## src/rtl/demux_1_32_sequencer_if.sv

```systemverilog
// Word handshake and demultiplexer drive bundle for demux_1_32_sequencer.
// The master side is the upstream word source. The slave side is the sequencer.
interface demux_1_32_sequencer_if;
    logic        Word_Valid_In;
    logic [31:0] Word_Data_In;
    logic [31:0] Channel_Mask_In;
    logic        Word_Ready_Out;
    logic        Enable_Out;
    logic        Data_Out;
    logic [4:0]  Select_Out;
    logic        Busy_Out;
    logic        Done_Out;

    modport master (
        output Word_Valid_In, Word_Data_In, Channel_Mask_In,
        input  Word_Ready_Out, Enable_Out, Data_Out, Select_Out, Busy_Out, Done_Out
    );

    modport slave (
        input  Word_Valid_In, Word_Data_In, Channel_Mask_In,
        output Word_Ready_Out, Enable_Out, Data_Out, Select_Out, Busy_Out, Done_Out
    );
endinterface

```

## src/rtl/demux_1_32_sequencer.sv

```systemverilog
// Walks the set bits of a captured channel mask in ascending order. Each channel's
// word bit is presented on Enable/Data/Select for HOLD_CYCLES cycles, then Done pulses.
module demux_1_32_sequencer #(
    parameter int unsigned HOLD_CYCLES = 1
) (
    input  logic Clk_In,
    input  logic Reset_n_In,
    demux_1_32_sequencer_if.slave bus
);
    typedef enum logic [1:0] {ST_IDLE, ST_DRIVE, ST_DONE} state_t;

    localparam logic [7:0] HOLD_RELOAD = 8'(HOLD_CYCLES - 32'd1);

    state_t      state_q, state_d;
    logic [31:0] word_q, word_d;
    logic [31:0] mask_q, mask_d;
    logic [4:0]  sel_q, sel_d;
    logic [7:0]  hold_q, hold_d;
    logic        enable_q, enable_d;
    logic        data_q, data_d;
    logic        busy_q, busy_d;
    logic        done_q, done_d;

    logic [31:0] above_mask;
    logic [5:0]  first_hit;
    logic [5:0]  next_hit;

    // Returns {found, index} of the lowest set bit.
    function automatic logic [5:0] first_set(input logic [31:0] v);
        logic [5:0] r;
        r = '0;
        for (int i = 31; i >= 0; i--) begin
            if (v[i]) r = {1'b1, 5'(i)};
        end
        return r;
    endfunction

    always_comb begin
        state_d  = state_q;
        word_d   = word_q;
        mask_d   = mask_q;
        sel_d    = sel_q;
        hold_d   = hold_q;
        enable_d = enable_q;
        data_d   = data_q;
        busy_d   = busy_q;
        done_d   = 1'b0;

        // At sel_q=31 the shifted term wraps to 0, so nothing lies above it.
        above_mask = mask_q & ~((32'd2 << sel_q) - 32'd1);
        next_hit   = first_set(above_mask);
        first_hit  = first_set(bus.Channel_Mask_In);

        unique case (state_q)
            ST_IDLE: begin
                if (bus.Word_Valid_In) begin
                    word_d = bus.Word_Data_In;
                    mask_d = bus.Channel_Mask_In;
                    busy_d = 1'b1;
                    if (first_hit[5]) begin
                        state_d  = ST_DRIVE;
                        sel_d    = first_hit[4:0];
                        hold_d   = HOLD_RELOAD;
                        enable_d = 1'b1;
                        data_d   = bus.Word_Data_In[first_hit[4:0]];
                    end else begin
                        state_d = ST_DONE;
                        done_d  = 1'b1;
                    end
                end
            end
            ST_DRIVE: begin
                if (hold_q != 8'd0) begin
                    hold_d = hold_q - 8'd1;
                end else if (next_hit[5]) begin
                    sel_d  = next_hit[4:0];
                    hold_d = HOLD_RELOAD;
                    data_d = word_q[next_hit[4:0]];
                end else begin
                    state_d  = ST_DONE;
                    sel_d    = 5'd0;
                    hold_d   = 8'd0;
                    enable_d = 1'b0;
                    data_d   = 1'b0;
                    done_d   = 1'b1;
                end
            end
            ST_DONE: begin
                state_d  = ST_IDLE;
                sel_d    = 5'd0;
                enable_d = 1'b0;
                data_d   = 1'b0;
                busy_d   = 1'b0;
            end
            default: begin
                state_d  = ST_IDLE;
                sel_d    = 5'd0;
                hold_d   = 8'd0;
                enable_d = 1'b0;
                data_d   = 1'b0;
                busy_d   = 1'b0;
            end
        endcase
    end

    always_ff @(posedge Clk_In or negedge Reset_n_In) begin
        if (!Reset_n_In) begin
            state_q  <= ST_IDLE;
            word_q   <= '0;
            mask_q   <= '0;
            sel_q    <= '0;
            hold_q   <= '0;
            enable_q <= 1'b0;
            data_q   <= 1'b0;
            busy_q   <= 1'b0;
            done_q   <= 1'b0;
        end else begin
            state_q  <= state_d;
            word_q   <= word_d;
            mask_q   <= mask_d;
            sel_q    <= sel_d;
            hold_q   <= hold_d;
            enable_q <= enable_d;
            data_q   <= data_d;
            busy_q   <= busy_d;
            done_q   <= done_d;
        end
    end

    assign bus.Word_Ready_Out = (state_q == ST_IDLE);
    assign bus.Enable_Out     = enable_q;
    assign bus.Data_Out       = data_q;
    assign bus.Select_Out     = sel_q;
    assign bus.Busy_Out       = busy_q;
    assign bus.Done_Out       = done_q;
endmodule

```

## src/flat_wrapper.sv

```systemverilog
// flat-port wrapper written by rule: the top's interface ports become plain ports
module demux_1_32_sequencer_flat 
#(
    parameter int unsigned HOLD_CYCLES = 1
)
  (Clk_In, Reset_n_In, bus_Word_Valid_In, bus_Word_Data_In, bus_Channel_Mask_In, bus_Word_Ready_Out, bus_Enable_Out, bus_Data_Out, bus_Select_Out, bus_Busy_Out, bus_Done_Out);
  demux_1_32_sequencer_if bus_i ();
  input  logic Clk_In;
  input  logic Reset_n_In;
  input wire logic [$bits(bus_i.Word_Valid_In)-1:0] bus_Word_Valid_In;
  input wire logic [$bits(bus_i.Word_Data_In)-1:0] bus_Word_Data_In;
  input wire logic [$bits(bus_i.Channel_Mask_In)-1:0] bus_Channel_Mask_In;
  output wire logic [$bits(bus_i.Word_Ready_Out)-1:0] bus_Word_Ready_Out;
  output wire logic [$bits(bus_i.Enable_Out)-1:0] bus_Enable_Out;
  output wire logic [$bits(bus_i.Data_Out)-1:0] bus_Data_Out;
  output wire logic [$bits(bus_i.Select_Out)-1:0] bus_Select_Out;
  output wire logic [$bits(bus_i.Busy_Out)-1:0] bus_Busy_Out;
  output wire logic [$bits(bus_i.Done_Out)-1:0] bus_Done_Out;
  assign bus_i.Word_Valid_In = bus_Word_Valid_In;
  assign bus_i.Word_Data_In = bus_Word_Data_In;
  assign bus_i.Channel_Mask_In = bus_Channel_Mask_In;
  assign bus_Word_Ready_Out = bus_i.Word_Ready_Out;
  assign bus_Enable_Out = bus_i.Enable_Out;
  assign bus_Data_Out = bus_i.Data_Out;
  assign bus_Select_Out = bus_i.Select_Out;
  assign bus_Busy_Out = bus_i.Busy_Out;
  assign bus_Done_Out = bus_i.Done_Out;
  demux_1_32_sequencer #(.HOLD_CYCLES(HOLD_CYCLES)) u_core (.Clk_In(Clk_In), .Reset_n_In(Reset_n_In), .bus(bus_i));
endmodule
```

## config.mk

```make
export PLATFORM = sky130hd
export DESIGN_NAME = demux_1_32_sequencer_flat
export DESIGN_NICKNAME = d
export VERILOG_FILES = /design/src/rtl/demux_1_32_sequencer_if.sv /design/src/rtl/demux_1_32_sequencer.sv /design/src/flat_wrapper.sv
export SDC_FILE = /design/constraint.sdc
export NUM_CORES = 1
export LEC_CHECK = 0
export ABC_AREA = 1
export CAP_MARGIN = 20
export CORE_ASPECT_RATIO = 1.25
export CORE_UTILIZATION = 56
export CTS_CLUSTER_DIAMETER = 80
export DETAILED_ROUTE_END_ITERATION = 6
export GPL_ROUTABILITY_DRIVEN = 1
export PLACE_DENSITY = 0.81
export SYNTH_ARGS = -nofsm -noshare
export SYNTH_HDL_FRONTEND = slang
export SYNTH_SLANG_ARGS = --single-unit
```

## constraint.sdc

```tcl
create_clock -name Clk_In -period 5.5 [get_ports Clk_In]
set_input_delay 0.825 -clock Clk_In [delete_from_list [all_inputs] [get_ports Clk_In]]
set_output_delay 0.825 -clock Clk_In [all_outputs]
set_load 0.02 [all_outputs]
```

==> impl_metrics.ini, run 1 <==
[clocking]
cts_inserted_buffers = 9
postCtsSetupRepairBufs = 0
htreeDepth = 3
clock_path_buffers = 2
root_buffer = clkbuf_16
cts.sinks = 82
worstSkewPairLatency_ns = 0.34
cts_resized = 0
clk_pin_slew_ns = 0.06
cts_tree = built
cts-hold-fix-buffers = 0

[placement]
post-place-ws_ns = 0.421
routabilityCongestion = 0.987
dpl.hpwl_um = 11900
io_buffers = 76

[detailed_routing]
vias = 5655
wl_per_cell_um = 15.5
wl_met3_um = 641
antenna_left = 0
wl_um = 15400
wl_met1_um = 5920
first_pass_iters = 5
drt_iter0_drc = 390
avgViaCountPerCell = 5.69
drc = 0
route.met2.wl_um = 8040
top_layer_used = met4

[pwr]
p_per_area_nw_per_um2 = 495
p_leak_uw = 0.00328
peakVddDrop_mv = 0.259

[die]
dieHeight_um = 113
rows = 40
die_w_um = 90.7
pin_count = 77
die_area_um2 = 10200
initial_core_util_pct = 57.6
core_um2 = 9560

[finish]
areaGrowthSynthToFinish_pct = 20.0
layout_commonest_cell = nand2_1
drive_above_1_share_pct = 8.88
final_cell_mix = 215 x nand2_1, 94 x inv_1, 88 x nor2_1, 82 x dfrtp_1, 75 x clkdlybuf4s50_1
fin_nets = 932
n_antenna_cell = 0
post-route-util_pct = 69.1

[synth]
yosysTopAreaCellShare_pct = 37.3
async_flop_share_pct = 100
ys_ff_latch = 82
synth.avg_cell_area_um2 = 6.91
synth_warnings = 0
synth-edff-count = 0
synthCells = 796
seq_area_frac_synth_pct = 37.3
syn_nets = 866
yosys-top-cells-area = dfrtp_1 37%, nand2_1 15%, o21ai_0 6.7%
syn-cell-area_um2 = 5500
synth.distinct_cells = 42
ys.flop_type = dfrtp_1
synth_largest_area_cell = dfrtp_1

[global_route]
antenna_found_initial = 0
overflow = 0
grt_max_degree = 106
grt_pass1_wl_um = 25400
grt_usage_pct = 31.4
grt_pass1_vias = 5587

[timing]
post-route-period-util_pct = 87.3
min_period_ns = 4.80
fin_ws_ns = 0.698
setup_violations = 0
fin_tns_setup_ns = 0
maxSlewHeadroom_pct = 34.8
hold_viol = 0
drv_slew = 0
rsz0062_at_grt = false
fmax_mhz = 208
worstMarginPinSlew_ns = 0.978
finClkSkew_ns = 0.00341

[critical_path]
ff2ff_path_depth = 37
slowest_stage = clkdlybuf4s50_1
rrSetupSlack_ns = 0.75
crit_fanout = 22
cp-end-kind = flop
cp-start-kind = input port
worstPathRequired_ns = 5.74
rr_startpoint = u_core.bus.Select_Out[1]
regToRegEndpoint = u_core.bus.Data_Out
worst-setup-path-type = input port to flop
cp.arrival_ns = 5.04
crit_top_cell = nand2_1
max_stage_delay_ns = 0.48

[flow_run]
drv_cap = 0

[outcome]
outcome = finished, final reports clean

[min_path]
worstHoldPathType = input port to asynchronous set/reset pin
## worst max path at each step
stage                     slack (ns)                     start  depth (start not counted)                   to
after global placement          0.45   bus_Channel_Mask_In[31]                         35  u_core.bus.Data_Out
final                           0.70   bus_Channel_Mask_In[31]                         35  u_core.bus.Data_Out
after detailed placement        0.42   bus_Channel_Mask_In[31]                         35  u_core.bus.Data_Out
after floorplan                 1.35  u_core.bus.Select_Out[1]                         55  u_core.bus.Data_Out
after global routing            0.08  u_core.bus.Select_Out[1]                         54  u_core.bus.Data_Out
after CTS                       0.72   bus_Channel_Mask_In[31]                         35  u_core.bus.Data_Out
## cells in the mapped netlist, types with 3 or more instances
cell type	instances
inv_2	6
ha_1	3
nor3_1	5
or2_2	3
o21ai_0	74
a31oi_1	3
nor2_4	3
o22ai_1	5
nand4_1	14
o311ai_0	4
o31ai_1	3
o21ai_1	4
nor2_1	88
nor2_2	5
o21bai_1	3
o211ai_1	9
dfrtp_1	82
buf_6	3
nand3_1	60
nand3b_1	3
nand2_2	4
buf_4	4
clkbuf_1	14
nand2_1	216
mux2_2	23
inv_1	94
buf_2	4
a21oi_1	34
nand2_4	3
## final cells by class
cell class / instances / area (um2)
Sequential cell: 82 / 2050
Fill cell: 856 / 2960
Multi-Input combinational cell: 587 / 2940
Timing Repair Buffer: 82 / 803
Tap cell: 126 / 158
Inverter: 100 / 375
Clock inverter: 6 / 40.0
Clock buffer: 10 / 239
## routing by layer
metal,vias to the layer above,global-route usage (%)
li1,2741,-
met3,59,4.17
met5,-,0
met1,2659,34.2
met2,196,57.4
met4,0,19.5
## power breakdown
group / switching [uW] / internal, uW
registers: 114 / 734
logic: 1210 / 642
clock network: 254 / 318
## sequential cells by signal (all words and copies together), names as in the netlist
name,count
u_core.bus.Busy_Out,1
u_core.bus.Data_Out,1
u_core.bus.Done_Out,1
u_core.bus.Enable_Out,1
u_core.bus.Select_Out,5
u_core.hold_q,8
u_core.mask_q,31
u_core.state_q,2
u_core.word_q,32
## logic make-up (layout without fill, tap and decap cells)
| family | after synthesis | count (layout) | share of synthesized area (%) |
|---|---|---|---|
| AOI/OAI and AO/OA | 146 | 146 | 14.9 |
| xor gates and xnor gates | 4 | 4 | 0.637 |
| and+or+nand+nor | 411 | 411 | 32.4 |
| DFF | 82 | 82 | 37.3 |
| adders and majority gates | 3 | 3 | 0.682 |
| muxes | 23 | 23 | 4.71 |
| buffers and inverters | 127 | 198 | 9.43 |
## critical path, delay by kind of cell
| kind | cells | cell delay [ns] |
|---|---|---|
| AO/OA/AOI/OAI | 13 | 1.79 |
| buffers and inverters | 4 | 0.94 |
| AND/OR/NAND/NOR | 18 | 1.46 |
## per-stage QoR
step                      instances  cell area (um2)  total power, uW  hold slack, ns
after floorplan                 796             5500             2240           0.447
after global placement          977             6320             2620           0.467
after detailed placement        977             6320             2660           0.474
after CTS                       993             6600             3240           0.369
after global routing            993             6600             3540           0.383
final                           993             6600             3270           0.366
Power figures use the tool's default switching activity.
==> run 2: changes to the inputs <==
- HOLD_SLACK_MARGIN: unset -> 0.05
==> results of run 2 <==
No change in the layout: final DEF, timing and power equal those of run 1.
